## src/rtl/insdec_pkg.sv

```systemverilog
// Shared definitions for the registered instruction decoder: field-width
// defaults, addressing-mode codes, FSM state encoding, the decoded bundle
// layout at default widths and the opcode classifier.
// Optional feature macro: INSDEC_ILLEGAL_TRAP_EN (adds the TRAP state).
package insdec_pkg;

  localparam int OPW_DEF  = 5;
  localparam int AMW_DEF  = 2;
  localparam int RW_DEF   = 3;
  localparam int DW_DEF   = 16;
  localparam int NOPS_DEF = 20;

  localparam logic [1:0] AM_REG = 2'b00;
  localparam logic [1:0] AM_IMM = 2'b01;
  localparam logic [1:0] AM_DIR = 2'b10;
  localparam logic [1:0] AM_IND = 2'b11;

`ifdef INSDEC_ILLEGAL_TRAP_EN
  typedef enum logic [1:0] {
    ST_RUN  = 2'd0,
    ST_HALT = 2'd1,
    ST_TRAP = 2'd2
  } state_e;
`else
  typedef enum logic [1:0] {
    ST_RUN  = 2'd0,
    ST_HALT = 2'd1
  } state_e;
`endif

  // Decoded bundle at default widths; the top rebuilds the same layout
  // from its own parameters.
  typedef struct packed {
    logic [OPW_DEF-1:0] op;
    logic [AMW_DEF-1:0] am;
    logic [RW_DEF-1:0]  dst;
    logic [RW_DEF-1:0]  src1;
    logic [RW_DEF-1:0]  src2;
    logic [DW_DEF-1:0]  imm;
    logic               is_illegal;
    logic               is_halt;
  } decoded_t;

  // Returns {illegal, halt}. HALT is the all-ones opcode; anything else at
  // or above nops is illegal.
  function automatic logic [1:0] classify(input logic [31:0] op,
                                          input int          opw,
                                          input int          nops);
    logic [31:0] all_ones;
    logic        halt;
    logic        illegal;
    all_ones = (32'd1 << opw) - 32'd1;
    halt     = (op == all_ones);
    illegal  = !halt && (op >= 32'(nops));
    return {illegal, halt};
  endfunction

endpackage

```

## src/rtl/insdec_skid.sv

```systemverilog
// Generic 2-entry valid/ready skid buffer: an output register plus one skid
// register, strictly FIFO. in_ready is a flop equal to !skid_full, further
// forced low for the next cycle whenever block_d is set by the owner.
// Handshake: a transfer happens on a side only in a cycle where both valid
// and ready are high; the producer must hold data stable while valid & !ready.
module insdec_skid #(
  parameter type T = logic [0:0]
) (
  input  logic clk,
  input  logic rst_n,
  input  logic in_valid,
  output logic in_ready,
  input  T     in_data,
  output logic out_valid,
  input  logic out_ready,
  output T     out_data,
  input  logic block_d
);

  logic out_vld_q, out_vld_d;
  logic skid_vld_q, skid_vld_d;
  logic ready_q, ready_d;
  T     out_data_q, out_data_d;
  T     skid_data_q, skid_data_d;
  logic push, pop;

  // Next-state of the two entries; skid refills the output on each pop.
  always_comb begin
    out_vld_d   = out_vld_q;
    out_data_d  = out_data_q;
    skid_vld_d  = skid_vld_q;
    skid_data_d = skid_data_q;
    push        = in_valid & ready_q;
    pop         = out_vld_q & out_ready;
    if (pop) begin
      if (skid_vld_q) begin
        out_data_d = skid_data_q;
        skid_vld_d = 1'b0;
      end else if (push) begin
        out_data_d = in_data;
      end else begin
        out_vld_d = 1'b0;
      end
    end else if (push) begin
      if (!out_vld_q) begin
        out_vld_d  = 1'b1;
        out_data_d = in_data;
      end else begin
        skid_vld_d  = 1'b1;
        skid_data_d = in_data;
      end
    end
    ready_d = !skid_vld_d && !block_d;
  end

  // Entry registers; reset empties both and holds in_ready low.
  always_ff @(posedge clk) begin
    if (!rst_n) begin
      out_vld_q   <= 1'b0;
      skid_vld_q  <= 1'b0;
      ready_q     <= 1'b0;
      out_data_q  <= '0;
      skid_data_q <= '0;
    end else begin
      out_vld_q   <= out_vld_d;
      skid_vld_q  <= skid_vld_d;
      ready_q     <= ready_d;
      out_data_q  <= out_data_d;
      skid_data_q <= skid_data_d;
    end
  end

  assign in_ready  = ready_q;
  assign out_valid = out_vld_q;
  assign out_data  = out_data_q;

endmodule

```

## src/rtl/insdec_pipe.sv

```systemverilog
// Registered instruction decoder between fetch and the control FSM. Splits
// {op, am, dst, src1, src2}, builds the extended immediate, classifies the
// opcode, and parks in HALT after a HALT instruction leaves the output.
// Optional feature macro: INSDEC_ILLEGAL_TRAP_EN (TRAP state + trap port).
module insdec_pipe
  import insdec_pkg::*;
#(
  parameter int OPW  = OPW_DEF,
  parameter int AMW  = AMW_DEF,
  parameter int RW   = RW_DEF,
  parameter int DW   = DW_DEF,
  parameter int NOPS = NOPS_DEF,
  localparam int IW  = OPW + AMW + 3 * RW
) (
  input  logic           clk,
  input  logic           rst_n,
  input  logic           in_valid,
  output logic           in_ready,
  input  logic [IW-1:0]  in_ins,
  output logic           out_valid,
  input  logic           out_ready,
  output logic [OPW-1:0] op_code,
  output logic [AMW-1:0] addr_mode,
  output logic [RW-1:0]  dst,
  output logic [RW-1:0]  src1,
  output logic [RW-1:0]  src2,
  output logic [DW-1:0]  imm,
  output logic           is_illegal,
  output logic           is_halt,
  output logic           halted,
`ifdef INSDEC_ILLEGAL_TRAP_EN
  output logic           trap,
`endif
  input  logic           resume
);

  typedef struct packed {
    logic [OPW-1:0] op;
    logic [AMW-1:0] am;
    logic [RW-1:0]  dst;
    logic [RW-1:0]  src1;
    logic [RW-1:0]  src2;
    logic [DW-1:0]  imm;
    logic           is_illegal;
    logic           is_halt;
  } bundle_t;

  bundle_t          dec;
  bundle_t          out_b;
  logic [2*RW-1:0]  imm_raw;
  logic [1:0]       cls;
  logic             push, pop;
  logic             skid_in_ready, skid_out_valid;
  logic             block_d;
  logic             stop_in, stop_out;
  state_e           state_q, state_d;
  logic             pend_q, pend_d;

  // Field split, immediate extension and classification ahead of the buffer.
  always_comb begin
    dec      = '0;
    dec.op   = in_ins[IW-1 -: OPW];
    dec.am   = in_ins[3*RW +: AMW];
    dec.dst  = in_ins[2*RW +: RW];
    dec.src1 = in_ins[RW +: RW];
    dec.src2 = in_ins[0 +: RW];
    imm_raw  = {dec.src1, dec.src2};
    if (dec.am == AMW'(AM_IMM)) dec.imm = DW'($signed(imm_raw));
    else                        dec.imm = DW'(imm_raw);
    cls            = classify(32'(dec.op), OPW, NOPS);
    dec.is_illegal = cls[1];
    dec.is_halt    = cls[0];
  end

  assign push = in_valid & skid_in_ready;
  assign pop  = skid_out_valid & out_ready;

  // Instructions that stop the decoder, seen at input and at output.
`ifdef INSDEC_ILLEGAL_TRAP_EN
  assign stop_in  = dec.is_halt | dec.is_illegal;
  assign stop_out = out_b.is_halt | out_b.is_illegal;
`else
  assign stop_in  = dec.is_halt;
  assign stop_out = out_b.is_halt;
`endif

  // Run/halt FSM; pend covers a stopping instruction still in the buffer,
  // so nothing can be accepted behind it.
  always_comb begin
    state_d = state_q;
    pend_d  = pend_q;
    if (push && stop_in) pend_d = 1'b1;
    if (pop && stop_out) pend_d = 1'b0;
    case (state_q)
      ST_RUN: begin
        if (pop && out_b.is_halt) state_d = ST_HALT;
`ifdef INSDEC_ILLEGAL_TRAP_EN
        else if (pop && out_b.is_illegal) state_d = ST_TRAP;
`endif
      end
      ST_HALT: if (resume) state_d = ST_RUN;
`ifdef INSDEC_ILLEGAL_TRAP_EN
      ST_TRAP: if (resume) state_d = ST_RUN;
`endif
      default: state_d = ST_RUN;
    endcase
    block_d = (state_d != ST_RUN) || pend_d;
  end

  // FSM state registers.
  always_ff @(posedge clk) begin
    if (!rst_n) begin
      state_q <= ST_RUN;
      pend_q  <= 1'b0;
    end else begin
      state_q <= state_d;
      pend_q  <= pend_d;
    end
  end

  insdec_skid #(.T(bundle_t)) u_skid (
    .clk       (clk),
    .rst_n     (rst_n),
    .in_valid  (in_valid),
    .in_ready  (skid_in_ready),
    .in_data   (dec),
    .out_valid (skid_out_valid),
    .out_ready (out_ready),
    .out_data  (out_b),
    .block_d   (block_d)
  );

  assign in_ready   = skid_in_ready;
  assign out_valid  = skid_out_valid;
  assign op_code    = out_b.op;
  assign addr_mode  = out_b.am;
  assign dst        = out_b.dst;
  assign src1       = out_b.src1;
  assign src2       = out_b.src2;
  assign imm        = out_b.imm;
  assign is_illegal = out_b.is_illegal;
  assign is_halt    = out_b.is_halt;
  assign halted     = (state_q == ST_HALT);
`ifdef INSDEC_ILLEGAL_TRAP_EN
  assign trap       = (state_q == ST_TRAP);
`endif

endmodule

```

## config.mk

```make
export PLATFORM = sky130hd
export DESIGN_NAME = insdec_pipe
export DESIGN_NICKNAME = d
export VERILOG_FILES = /design/src/rtl/insdec_pkg.sv /design/src/rtl/insdec_skid.sv /design/src/rtl/insdec_pipe.sv
export SDC_FILE = /design/constraint.sdc
export NUM_CORES = 1
export LEC_CHECK = 0
export ABC_AREA = 1
export CAP_MARGIN = 40
export CORE_MARGIN = 2
export CORE_UTILIZATION = 31
export CTS_CLUSTER_DIAMETER = 50
export CTS_CLUSTER_SIZE = 40
export DETAILED_ROUTE_END_ITERATION = 6
export HOLD_SLACK_MARGIN = 0.15
export PLACE_DENSITY = 0.54
export SLEW_MARGIN = 40
export SYNTH_ARGS = -nofsm -noshare
export SYNTH_HDL_FRONTEND = slang
export SYNTH_SLANG_ARGS = --single-unit
```

## constraint.sdc

```tcl
create_clock -name clk -period 3.7 [get_ports clk]
set_clock_uncertainty 0.05 [all_clocks]
set_input_delay 0.37 -clock clk [delete_from_list [all_inputs] [get_ports clk]]
set_output_delay 0.37 -clock clk [all_outputs]
set_load 0.01 [all_outputs]
```

==> flow_summary.toml, run 1 <==
[floorplanning]
dieArea_um2 = 7260
ios = 58
die-width_um = 85.2
core_um2 = 6350
start_util_pct = 32.2
die_h_um = 85.2
row_count = 29

[clock_tree]
cts_root_buffer = "clkbuf_8"
postCtsSetupRepairBufs = 0
clkLatencyLatePin_ns = 0.30
cts_max_path_buffers = 2
cts_sinks = 44
cts_buffers = 5
cts_max_level = 2
hold_buffers = 0
cts.clk_slew.worst_paths_ns = 0.08
cts_resized = 0
cts_tree = "yes"

[critical_path]
crit_arrival_ns = 2.06
critPathTopFamily = "buffers and inverters"
r2r_cells = 6
slowest_delay_ns = 0.50
worstReg2RegStart = "u_skid.out_valid"
timing.rr.end = "u_skid.out_data[25]"
regToRegSetupSlack_ns = 1.93
cpMostUsedCell = "nand2_1"
worstPathRequired_ns = 3.85
critPathKind = "in2reg"
worst-path-buf-inv = 3
cp-end-kind = "register"
crit_slowest_cell = "nand2_1"
start_kind = "input pin"
critPathMaxFanout = 21
cp_cell_sequence = "clkdlybuf4s50_1 > inv_1 > nand2_1 > nand2_1 > buf_4 > nand2_1 > nand2_1 > nor2_1"

[timing]
min_period_ns = 1.92
tightest_slew_ns = 0.632
maxClockFrequency_mhz = 521
max-slew-margin-rel_pct = 57.8
fin_setup_tns_ns = 0
hold-worst-slack_ns = 0.465
finalHoldViolations = 0
final-setup-viol-count = 0
grt_setup_unrepaired = "no"
fin_crit_sh_pct = 51.9
timing.final.ws_setup_ns = 1.78
slew_violations = 0

[detailed_routing]
drc = 0
firstDrtPassIters = 4
initialDrtViolationCount = 45
vias_per_cell = 4.27
wl_um = 4280
antenna_left = 0
drt-wirelength-per-cell_um = 9.97
vias = 1830

[global_route]
grt-ovfl-total = 0
grt_pass1_wl_um = 7310
grt_pass1_vias = 1685
grt_max_degree = 36
track_usage_pct = 12.4
antenna_found_initial = 0

[synth]
synth_nets = 333
synth.most_common_cell = "nand2_1"
synth-edff-count = 0
syn_area_um2 = 2040
synth_area_leaders = "dfxtp_1 (43%), nand2_1 (15%), nor2_1 (10%)"
yosysUniqueCellTypes = 17
synth_top_area_cell = "dfxtp_1"
ys_ff_latch = 44
synthFlopType = "dfxtp_1"
synth_warnings = 0
syn_inst = 312
yosysTopAreaCellShare_pct = 43.1
synth-seq-area-share_pct = 43.1
yosys-top-cells-count = "nand2_1 (79), nor2_1 (55), dfxtp_1 (44)"
async_reset_ff_share_pct = 0
avgSynthCellArea_um2 = 6.55

[power]
ir_drop_v = 0.000196
leakage_nw = 1.18
power_density_nw_per_um2 = 368

[cells_and_area]
drive_above_1_share_pct = 4.26
diodes = 0
fin_nets = 372
area_growth_pct = 29.4

[placed_design]
io_buffers = 57
dp_hpwl_um = 2960
dp_slack_ns = 1.44
gp_congestion = 0.741

[flow_run]
cap_violations = 0

[hold_path]
hold_path_startpoint = "u_skid.out_data[28]"
hold_class = "reg2reg"
holdPathStages = 4
hold_end = "u_skid.out_data[28]"

[status]
status = "finished, final reports clean"
==> layer usage <==
metal | global-route usage (%) | share of wire, % | up-vias
met3 | 3.21 | 6.0 | 6
li1 | - | - | 1002
met5 | 0 | 0 | -
met2 | 20.7 | 45 | 47
met4 | 5.19 | 1.6 | 0
met1 | 15.2 | 47 | 775
==> how the worst max path moves through the flow <==
stage,start,endpoint,cells after the start
finish,out_ready,u_skid.out_data[25],8
global route,out_ready,u_skid.out_data[3],8
CTS,out_ready,u_skid.out_data[24],8
detailed placement,out_ready,u_skid.out_data[27],8
global placement,out_ready,u_skid.out_data[6],6
floorplan,u_skid.out_valid,u_skid.out_data[16],7
==> registers in the layout, indices dropped and copies added, names as in the netlist <==
signal,flops
u_skid.out_data,19
u_skid.out_valid,1
u_skid.in_ready,1
u_skid.skid_data_q,19
u_skid.skid_vld_q,1
state_q,2
pend_q,1
==> report_power, final <==
group	leakage, nW	total (mW)	switching (mW)	internal (mW)
Clock	0.0479	0.300	0.168	0.132
Combinational	0.774	0.167	0.0769	0.0901
Sequential	0.359	0.507	0.0130	0.494
==> worst register-to-register path: stages (launching register included) <==
cell     delay, ns
dfxtp_1       0.44
nand2_1       0.14
nand2_1       0.50
buf_4         0.37
nand2_1       0.08
nand2_1       0.06
nor2_1        0.05
==> cell type report <==
| type | instances | area (um2) |
|---|---|---|
| inverter | 43 | 161 |
| sequential | 44 | 881 |
| timing repair buffer | 61 | 596 |
| fill | 669 | 3700 |
| clock buffer | 5 | 68.8 |
| clock inverter | 3 | 18.8 |
| multi-input combinational | 196 | 823 |
| tap | 77 | 96.3 |
==> layout by cell type (no fill, tap or decap) <==
cell and count:
a21oi_1 19, inv_1 43, o21ai_0 28, conb_1 1, clkinv_4 1, buf_2 1
nor2_4 1, nor2_2 1, clkbuf_8 5, nand2_1 79, nor2_1 54, clkdlybuf4s50_1 56
dfxtp_1 44, and2_1 1, buf_4 4, clkinv_2 2, a31oi_1 1, nand3_1 7
o21ai_1 4
==> cells by family after synthesis <==
group / synth area share, %
simple gates: 26.9
buf+inv: 17.0
compound gates: 12.8
flops: 43.1
other cells: 0.183
==> per-stage QoR <==
step	util (%)	std cells	total power [mW]	area, um2
after floorplan	-	312	0.613	2040
after global placement	40.3	421	0.688	2560
after detailed placement	40.3	421	0.688	2560
after CTS	41.7	429	0.996	2650
after global routing	41.7	429	1.03	2650
final	41.7	429	0.974	2650
No activity file was read; power rests on OpenSTA's default activity.
==> run 2, diff against run 1 <==
--- a/config.mk
+++ b/config.mk
@@ -13,7 +13,7 @@
 export CTS_CLUSTER_SIZE = 40
 export DETAILED_ROUTE_END_ITERATION = 6
 export HOLD_SLACK_MARGIN = 0.15
-export PLACE_DENSITY = 0.54
+export PLACE_DENSITY = 0.56
 export SLEW_MARGIN = 40
 export SYNTH_ARGS = -nofsm -noshare
 export SYNTH_HDL_FRONTEND = slang
==> constraint.sdc (replaced) <==
create_clock -name clk -period 1.65 [get_ports clk]
set_clock_uncertainty 0.05 [all_clocks]
set_input_delay 0.165 -clock clk [delete_from_list [all_inputs] [get_ports clk]]
set_output_delay 0.165 -clock clk [all_outputs]
set_load 0.01 [all_outputs]
==> run 2 against run 1 <==
Net effect: utilization rose by 1.2 points; highest routed layer unchanged; critical path depth fell by 7; via count rose by 0.60%; final cell count rose by 0.70%; power rose by 150%; sequential power rose by 120%; sequential share of layout area fell by 0.87 points; worst setup slack got worse by 1.7 ns; clock power rose to 3.0 times the previous value; design area rose by 2.8%.
==> flow_summary.toml, run 2 (synthesis gave the netlist of run 1 again) <==
[status]
status = "finished, final reports clean"

[cells_and_area]
fillers = 671
final_cell_mix = "nand2_1 (79), clkdlybuf4s50_1 (57), nor2_1 (54)"
fin_nets = 375
diodes = 0
area_growth_pct = 33.0
final_common_cell = "nand2_1"
drive_above_1_share_pct = 5.07

[power]
power_density_nw_per_um2 = 887
p_total_mw = 2.41
leakage_nw = 1.22
ir_drop_v = 0.000444

[floorplanning]
die-width_um = 85.2
die_h_um = 85.2
ios = 58
row_count = 29
start_util_pct = 32.2
core_um2 = 6350
dieArea_um2 = 7260

[critical_path]
critPathMaxFanout = 7
worst-path-buf-inv = 1
worstPathRequired_ns = 1.43
start_kind = "register"
slowest_delay_ns = 0.58
critPathTopFamily = "buffers and inverters"
cp-end-kind = "primary output"
crit_arrival_ns = 1.32
critPathKind = "reg2out"
crit_slowest_cell = "clkdlybuf4s50_1"
cp_cell_sequence = "clkdlybuf4s50_1"

[placed_design]
dp_hpwl_um = 2960
gp_congestion = 0.720
io_buffers = 57

[detailed_routing]
drt-wirelength-per-cell_um = 9.90
antenna_left = 0
vias = 1841
wl_um = 4280
firstDrtPassIters = 4
drc = 0
initialDrtViolationCount = 76
vias_per_cell = 4.26

[timing]
maxClockFrequency_mhz = 652
fin_setup_tns_ns = 0
fin_crit_sh_pct = 92.9
grt_setup_unrepaired = "no"
final-setup-viol-count = 0
finalHoldViolations = 0
min_period_ns = 1.53
slew_violations = 0

[global_route]
grt-ovfl-total = 0
busiest_layer = "met2"
grt_pass1_vias = 1537
grtUsageMet2_pct = 18.7
grt_max_degree = 31
grtUsageMet3_pct = 2.63
grt_pass1_wl_um = 6930
track_usage_pct = 11.8
antenna_found_initial = 0
grt_use_met1_pct = 15.7

[clock_tree]
cts_max_level = 2
cts_sinks = 44
cts_tree = "yes"
clkLatencyLatePin_ns = 0.29
cts.clk_slew.worst_paths_ns = 0.08
cts_max_path_buffers = 2
cts_root_buffer = "clkbuf_8"
cts_buffers = 5

[flow_run]
cap_violations = 0

[hold_path]
hold_class = "in2reg"
## run 2: cell types whose count changed in the layout (fill, tap and decap cells not counted), sizes merged
cell / change
buf: +2
bufinv: +1
clkbuf: +2
clkdlybuf4s50: +1
clkinv: -3
## run 2: area by class of cell
cell class	count	area (um2)	area share, %
sequential	44	882	32.4
tap	77	96.3	3.54
clock buffer	7	96.3	3.54
multi-input combinational	196	818	30.1
clock inverter	1	30.0	1.10
timing repair buffer	64	636	23.4
inverter	43	161	5.93
## run 2: path summary, 6_finish.rpt
path / from / end / slack (ns) / depth (start not counted)
hold / removal: in_ins[0] / u_skid.skid_data_q[2] / 0.38 / 3
setup / recovery: u_skid.out_valid / out_valid / 0.12 / 1
hold reg to reg: u_skid.out_data[29] / u_skid.out_data[29] / 0.47 / 4
setup reg to reg: u_skid.out_valid / u_skid.out_data[25] / 0.36 / 7
## run 2: repair_timing
action	in CTS	in global routing
setup buffers	0	0
resized for setup	0	1
hold buffers	0	0
endpoints found under the setup margin	0	10
## run 2: metal layers
metal / part of all wire (%) / wire length, um / vias to the layer above
li1: - / - / 1009
met1: 50 / 2140 / 776
met2: 43 / 1830 / 52
met3: 6.2 / 267 / 4
met4: 1.1 / 46 / 0
met5: 0 / 0 / -
## run 2: per-stage QoR
stage,setup slack [ns],instances,hold slack (ns),cell area (um2),util [%]
after CTS,0.0110,432,0.383,2720,42.8
after global placement,0.118,424,0.445,2590,40.8
final,0.117,432,0.384,2720,42.8
after detailed placement,0.107,424,0.448,2590,40.8
after floorplan,0.392,312,0.250,2040,-
after global routing,0.0254,432,0.391,2720,42.8
## run 2: where the power goes
group | internal, mW | switching (mW)
registers | 1.11 | 0.0300
logic | 0.206 | 0.172
clock network | 0.534 | 0.361
